File: config.mk
export PLATFORM = sky130hd
export DESIGN_NAME = counter_ctrl
export DESIGN_NICKNAME = d
export VERILOG_FILES = /design/src/rtl/counter_ctrl.sv
export SDC_FILE = /design/constraint.sdc
export NUM_CORES = 1
export LEC_CHECK = 0
export ABC_AREA = 1
export CORE_UTILIZATION = 47
export DETAILED_ROUTE_END_ITERATION = 16
export PLACE_DENSITY = 0.82
export SKIP_CTS_REPAIR_TIMING = 1
export SYNTH_ARGS = -nofsm -noshare
export SYNTH_HDL_FRONTEND = slang
export SYNTH_SLANG_ARGS = --single-unit
File: constraint.sdc
create_clock -name clk -period 1.8 [get_ports clk]
set_input_delay 0.36 -clock clk [delete_from_list [all_inputs] [get_ports clk]]
set_output_delay 0.36 -clock clk [all_outputs]
set_load 0.03 [all_outputs]
File: src/rtl/counter_ctrl.sv
// Start/stop sequencer for a WIDTH-bit up-counter with one-shot and auto-reload modes.
// Optional tick prescaler enabled by defining COUNTER_CTRL_PRESCALE_EN.
module counter_ctrl #(
  parameter int WIDTH      = 4,
  parameter int PRESCALE_W = 4
) (
  input  logic                  clk,
  input  logic                  reset,
  input  logic                  start_valid,
  output logic                  start_ready,
  input  logic [WIDTH-1:0]      limit,
  input  logic                  reload,
  input  logic                  stop,
`ifdef COUNTER_CTRL_PRESCALE_EN
  input  logic [PRESCALE_W-1:0] prescale,
`endif
  output logic [WIDTH-1:0]      count,
  output logic                  busy,
  output logic                  done
);

  typedef enum logic {S_IDLE = 1'b0, S_RUN = 1'b1} state_t;

  state_t           r_state;
  state_t           w_state_nxt;
  logic [WIDTH-1:0] r_count, w_count_nxt, w_count_inc;
  logic [WIDTH-1:0] r_limit_q;
  logic             r_reload_q;
  logic             r_done, w_done_nxt;
  logic             w_accept;
  logic             w_tick;

  assign w_accept    = start_valid && (r_state == S_IDLE);
  assign w_count_inc = r_count + WIDTH'(1);

`ifdef COUNTER_CTRL_PRESCALE_EN
  logic [PRESCALE_W-1:0] r_prescale_q;
  logic [PRESCALE_W-1:0] r_div;

  // Divider restarts on every accepted command and on stop so each run is phase-aligned.
  assign w_tick = (r_div == r_prescale_q);

  always_ff @(posedge clk or posedge reset) begin
    if (reset) begin
      r_prescale_q <= '0;
      r_div        <= '0;
    end else if (w_accept) begin
      r_prescale_q <= prescale;
      r_div        <= '0;
    end else if (r_state == S_RUN) begin
      if (stop || w_tick) r_div <= '0;
      else                r_div <= r_div + PRESCALE_W'(1);
    end
  end
`else
  logic [PRESCALE_W-1:0] w_unused_ps;
  assign w_unused_ps = '0;
  assign w_tick      = 1'b1;
`endif

  always_ff @(posedge clk or posedge reset) begin
    if (reset) r_state <= S_IDLE;
    else       r_state <= w_state_nxt;
  end

  always_comb begin
    w_state_nxt = r_state;
    w_count_nxt = r_count;
    w_done_nxt  = 1'b0;
    case (r_state)
      S_IDLE: begin
        if (start_valid) begin
          w_count_nxt = '0;
          if (limit != '0) begin
            w_state_nxt = S_RUN;
          end else begin
            w_done_nxt = 1'b1;
            if (reload) w_state_nxt = S_RUN;
          end
        end
      end
      S_RUN: begin
        // stop beats the terminal count, so a coincident stop never produces done
        if (stop) begin
          w_state_nxt = S_IDLE;
        end else if (w_tick) begin
          if (r_limit_q == '0) begin
            w_done_nxt = 1'b1;
          end else if (r_count == r_limit_q) begin
            w_count_nxt = '0;
          end else if (w_count_inc == r_limit_q) begin
            w_count_nxt = r_limit_q;
            w_done_nxt  = 1'b1;
            if (!r_reload_q) w_state_nxt = S_IDLE;
          end else begin
            w_count_nxt = w_count_inc;
          end
        end
      end
      default: w_state_nxt = S_IDLE;
    endcase
  end

  always_ff @(posedge clk or posedge reset) begin
    if (reset) begin
      r_count    <= '0;
      r_done     <= 1'b0;
      r_limit_q  <= '0;
      r_reload_q <= 1'b0;
    end else begin
      r_count <= w_count_nxt;
      r_done  <= w_done_nxt;
      if (w_accept) begin
        r_limit_q  <= limit;
        r_reload_q <= reload;
      end
    end
  end

  assign count       = r_count;
  assign done        = r_done;
  assign busy        = (r_state == S_RUN);
  assign start_ready = (r_state == S_IDLE);

endmodule

== Word-level counts from Yosys, hierarchy flattened ==
Cells that the tools add are included.
Operators by class
  add/sub/neg operators: 1
  $mul: 0
  divide/modulo/power cells: 0
  magnitude comparators: 0
  eq/ne operators: 5
  shift-type cells: 0
  muxes and demuxes: 22
  bitwise gates (word level): 1
  reductions and logical operators: 4
Operator list (count)
  2-to-1 mux 4 bit: 5
  2-to-1 mux 1 bit: 14
  equality test 4 bit: 2
  one-hot mux 4 bit (2 select lines): 1
  inequality test 2 bit (second input constant): 3
  adder 4 x 1 -> 4 bit (second input constant): 1
  zero test 4 bit: 1
  one-hot mux 1 bit (2 select lines): 2
  nonzero test 4 bit: 1
  AND reduction 3 bit: 1
  logical AND 1 bit: 1
  NOT 1 bit: 1
Storage, ports and cells
  register bits: 11
  latch bits: 0
  memory bits (writable): 0
  ROM bits: 0
  bits of input ports: 9
  output and inout bits: 7
  memories kept: 0

== Depth between registers and ports, before layout ==
  depth in word-level cells: 7
  mapped depth: 9

== Worst setup path before layout ==
OpenSTA, ideal clock, no wires.
  kind: flip-flop to flip-flop
  start point: register r_count[0], in the netlist count[0]
  end point: register r_state, in the netlist busy
  library setup time: 116 ps
  data arrival time: 1378 ps
  required time: 1684 ps
  slack: 305 ps
  cell stages (with the launch flop): 8
  buffers on the path: 0
  period minus slack after synthesis: 1495 ps
  cell sequence: dfrtp_1 > ha_1 > xnor2_1 > nand2_1 > nor2_2 > nand3_1 > nand2_1 > nand2_1
Between the ends
  longest elaborated chain between the ends: 7
Ends and longest elaborated chain
  start: declaration: RTL line 26  | logic [WIDTH-1:0] r_count, w_count_nxt, w_count_inc;
  start signal: assignment: RTL line 111  | r_count <= w_count_nxt;
  adder 4 x 1 -> 4 bit: RTL line 34  | assign w_count_inc = r_count + WIDTH'(1);
  equality test 4 bit: RTL line 91  | end else if (w_count_inc == r_limit_q) begin
  2-to-1 mux 1 bit: RTL line 91
  2-to-1 mux 1 bit (*): RTL line 89  | end else if (r_count == r_limit_q) begin
  2-to-1 mux 1 bit (*): RTL line 87  | if (r_limit_q == '0) begin
  2-to-1 mux 1 bit (*): RTL line 84  | if (stop) begin
  one-hot mux 1 bit (2 select lines) (*): RTL line 70  | case (r_state)
  net w_state_nxt: RTL line 25  | state_t w_state_nxt;
  end signal: assignment: RTL line 63  | else r_state <= w_state_nxt;
  end: declaration: RTL line 24  | state_t r_state;
The timed path passes the listed nets; every way through them passes the cells marked *.
A chain may end at the register's enable or synchronous reset.

== Worst setup path after layout ==
  start point: register r_state, in the netlist busy
  end point: output port busy
RTL lines
  end: declaration: RTL line 18  | output logic busy,
No word-level cell between the ends.

==> metrics list <==
* Top routing layer in use: met4
* Number of buffer cells added on primary ports: 15
* Cell types with the largest area share after synthesis: sky130_fd_sc_hd__dfrtp_1 (41%), sky130_fd_sc_hd__nand2_1 (21%), sky130_fd_sc_hd__inv_1 (5.6%), sky130_fd_sc_hd__xor2_1 (5.2%), sky130_fd_sc_hd__nand3_1 (3.0%)
- Maximum number of buffers from clock root to sink: 2
- The startpoint identified for the worst register-to-register timing path is count[0]$_DFFE_PP0P_.
* Clock tree from TritonCTS: built
- The detail route stage leaves a number of antenna-violating nets equal to 0.
* Synthesized netlist net count: slightly above 100
* I/O Pins: 16
- STA puts the critical path data required time at 1440 ps.
* Number of fill cells in the layout: 120
* Data arrival at the endpoint of the critical path: 1320 ps
* Average wire per standard cell: 11.5 um
- After layout, the minimum clock period comes to approximately 1700 ps.
- Hold violation count in the final report: 0
- In this run, CTS created clock tree buffers numbering 3.
* Layout cells sized above 1: 11.7%
* Worst clock skew: ~3.4 ps
* Setup repair after global routing missed its margin: no
- DIE AREA: roughly 1600 um^2
* Transition at the pin with the smallest max-transition slack: 411 ps
- CP startpoint: busy$_DFF_PP0_
- The synthesized design contains 11 register bits.
- The routed design uses 786 um of met2 wire.
* Clk root buf: sky130_fd_sc_hd__clkbuf_4
* # clock sinks: 11
- Of the available clock period, the critical path in the final layout requires 93.2%.
- Synth cell types: 20
- Compared with the post-synthesis result, the final layout area differs by 31.5%.
- Sequential cell area fraction in the yosys report: ~40%
- DPL Wire Length: between 1000 and 1500 um
* Synth warnings: 0
- Of all nets on the critical path, the largest fanout is 3.
- Dividing the detail-routed via count by the number of cells gives slightly below 5.
- Leaving out fill and tap cells, the most frequent cells in the layout are sky130_fd_sc_hd__nand2_1 (38), sky130_fd_sc_hd__dfrtp_1 (11), sky130_fd_sc_hd__clkdlybuf4s50_1 (11).
- Total power draw: 1.13 mW
- Std cell rows: 13
- The setup path with the least slack is of type reg2out.
- Latest clock arrival within the worst-skew pair: 260 ps
- Leading cell type in the layout, fill and taps excluded: sky130_fd_sc_hd__nand2_1
* Post-synthesis instance total: 91
- For this configuration, the core starts out at a cell density of 51.2%.
- Number of vias in the routed layout: around 630
* Depth of the worst register-to-register path: 7
* Leak: 0.515 nW
- Leaving out filler cells and counting taps, the final layout contains 126.
- Based on the critical path, the design can be clocked at up to 0.596 GHz.
* Power density over the cells: 1270 nW/um^2
- Antenna violations before repair: 0
- In this run the number of cells on the critical path is 1.
- Total overflow reported by the global router: 0
- DRT iter0 DRCs: 10
- Critical-path cell with the highest stage delay: sky130_fd_sc_hd__clkdlybuf4s50_1
* Maximum number of pins on one net before global-route repair: 12
* Total met3 wirelength after detailed routing: around 46 um
- The final-report max-slew violation count was 0.
- Counting both buffers and inverters, the worst setup path holds a total of 1.
- Standard cell core area: 1320 um^2
- Each instance of the synthesized netlist takes up on average 7.41 um^2.
* Count of endpoints failing setup in the final report: 0
* Synth top area share: 40.8%
* Vert. Die Dim: 39.9 um
- Number of cells after detailed placement: about 120
* Clock-pin slew on the worst setup and hold paths: about 70 ps
- Measured along the x axis, the die boundary spans approximately 40 um.
- Cell class contributing the biggest share of worst-path delay: buffers and inverters
- Global-route usage over all layers: a little under a quarter
* Status: finished, final reports clean
- Delay of the slowest cell on the worst path: between 600 and 700 ps
* TNS Setup: 0 ps
- The biggest area contributor in the post-synthesis netlist is sky130_fd_sc_hd__dfrtp_1.
- The net count of the finished layout is 122.
* Gpl congestion: 0.795
* DRC violations left: 0
* Endpoint type of the worst setup path: output port
- After detailed routing, the wire length on met1 is about 600 um.
* Final Routed Wirelength: approximately 1500 um
- TritonRoute pass-1 iters: 4
- The worst hold path belongs to the class in2async.
* Ant diodes: 0
- The first global-routing pass estimated 2330 um of wire.
- The tool flagged a number of max-cap violations equal to 0.
- Worst path cell trace: clkdlybuf4s50_1
- Startpoint type of the worst setup path: flip-flop
- The number of global-route vias before repair is 567.
* Maximum VDD drop: 0.729 mV
* Worst rel slew slack: 72.6%
- Level count of the clock H-tree: 1
- Post-Route Hold Slack: between 300 and 400 ps
- Mapped cell area: 674 um^2
[kinds of logic (layout without fill, tap and decap cells)]
group	Yosys count	in the layout	synth area share [%]
AND/OR/NAND/NOR	53	53	36.4
buffers and inverters	13	33	7.24
flip-flops	11	11	40.8
AO/OA/AOI/OAI	7	7	5.94
XOR/XNOR	6	6	7.79
adder cells (fa/ha/maj)	1	1	1.85
[where the power goes]
| group | internal [mW] | switching [mW] |
|---|---|---|
| Clock | 0.0857 | 0.0795 |
| Sequential | 0.315 | 0.0817 |
| Combinational | 0.223 | 0.342 |
| Total | 0.625 | 0.504 |
[metal layers]
layer / up-vias / global-route usage, %
li1: 323 / -
met1: 284 / 24.8
met2: 16 / 42.7
met3: 2 / 5.11
met4: 0 / 12.9
met5: - / 0
[sequential cells by signal, summed over array words and instances (netlist names)]
name        cells
count           4
busy            1
r_reload_q      1
r_limit_q       4
done            1
[Yosys cell counts]
master / n
sky130_fd_sc_hd__nand2_1: 38
sky130_fd_sc_hd__dfrtp_1: 11
sky130_fd_sc_hd__inv_1: 10
sky130_fd_sc_hd__nand3_1: 4
sky130_fd_sc_hd__o21ai_0: 4
sky130_fd_sc_hd__xor2_1: 4
sky130_fd_sc_hd__nor2_1: 3
sky130_fd_sc_hd__inv_2: 2
sky130_fd_sc_hd__nand2_2: 2
sky130_fd_sc_hd__nand3_2: 2
sky130_fd_sc_hd__xnor2_1: 2
sky130_fd_sc_hd__a31oi_1: 1
sky130_fd_sc_hd__clkinv_1: 1
sky130_fd_sc_hd__ha_1: 1
sky130_fd_sc_hd__nand4_1: 1
sky130_fd_sc_hd__nor2_2: 1
sky130_fd_sc_hd__nor2_8: 1
sky130_fd_sc_hd__nor4_1: 1
sky130_fd_sc_hd__o21ai_1: 1
sky130_fd_sc_hd__o21ai_2: 1
[final timing paths]
check	end	slack, ps
setup / recovery	busy	120
hold / removal	count[3]$_DFFE_PP0P_	390
setup reg to reg	busy$_DFF_PP0_	320
hold reg to reg	r_reload_q$_DFFE_PP0P_	510
max in group asynchronous	r_limit_q[2]$_DFFE_PP0P_	1120
min in group clk	r_reload_q$_DFFE_PP0P_	510
[stage by stage]
step / util [%] / setup WS, ps / instance area, um^2
6_report: 67.3 / 123 / 887
3_5_place_dp: 64.6 / 254 / 851
5_1_grt: 67.3 / 85.1 / 887
3_3_place_gp: 64.6 / 266 / 851
2_1_floorplan: - / 305 / 674
4_1_cts: 66.6 / -56.1 / 877
[area by class of cell]
class | instances | area, um^2 | share of cell area, %
Clock buffer | 4 | 26.3 | 2.96
Sequential cell | 11 | 275 | 31.0
Timing Repair Buffer | 16 | 168 | 18.9
Inverter | 13 | 48.8 | 5.50
Tap cell | 15 | 18.8 | 2.12
Multi-Input combinational cell | 67 | 350 | 39.5
Power figures use the tool's default switching activity.
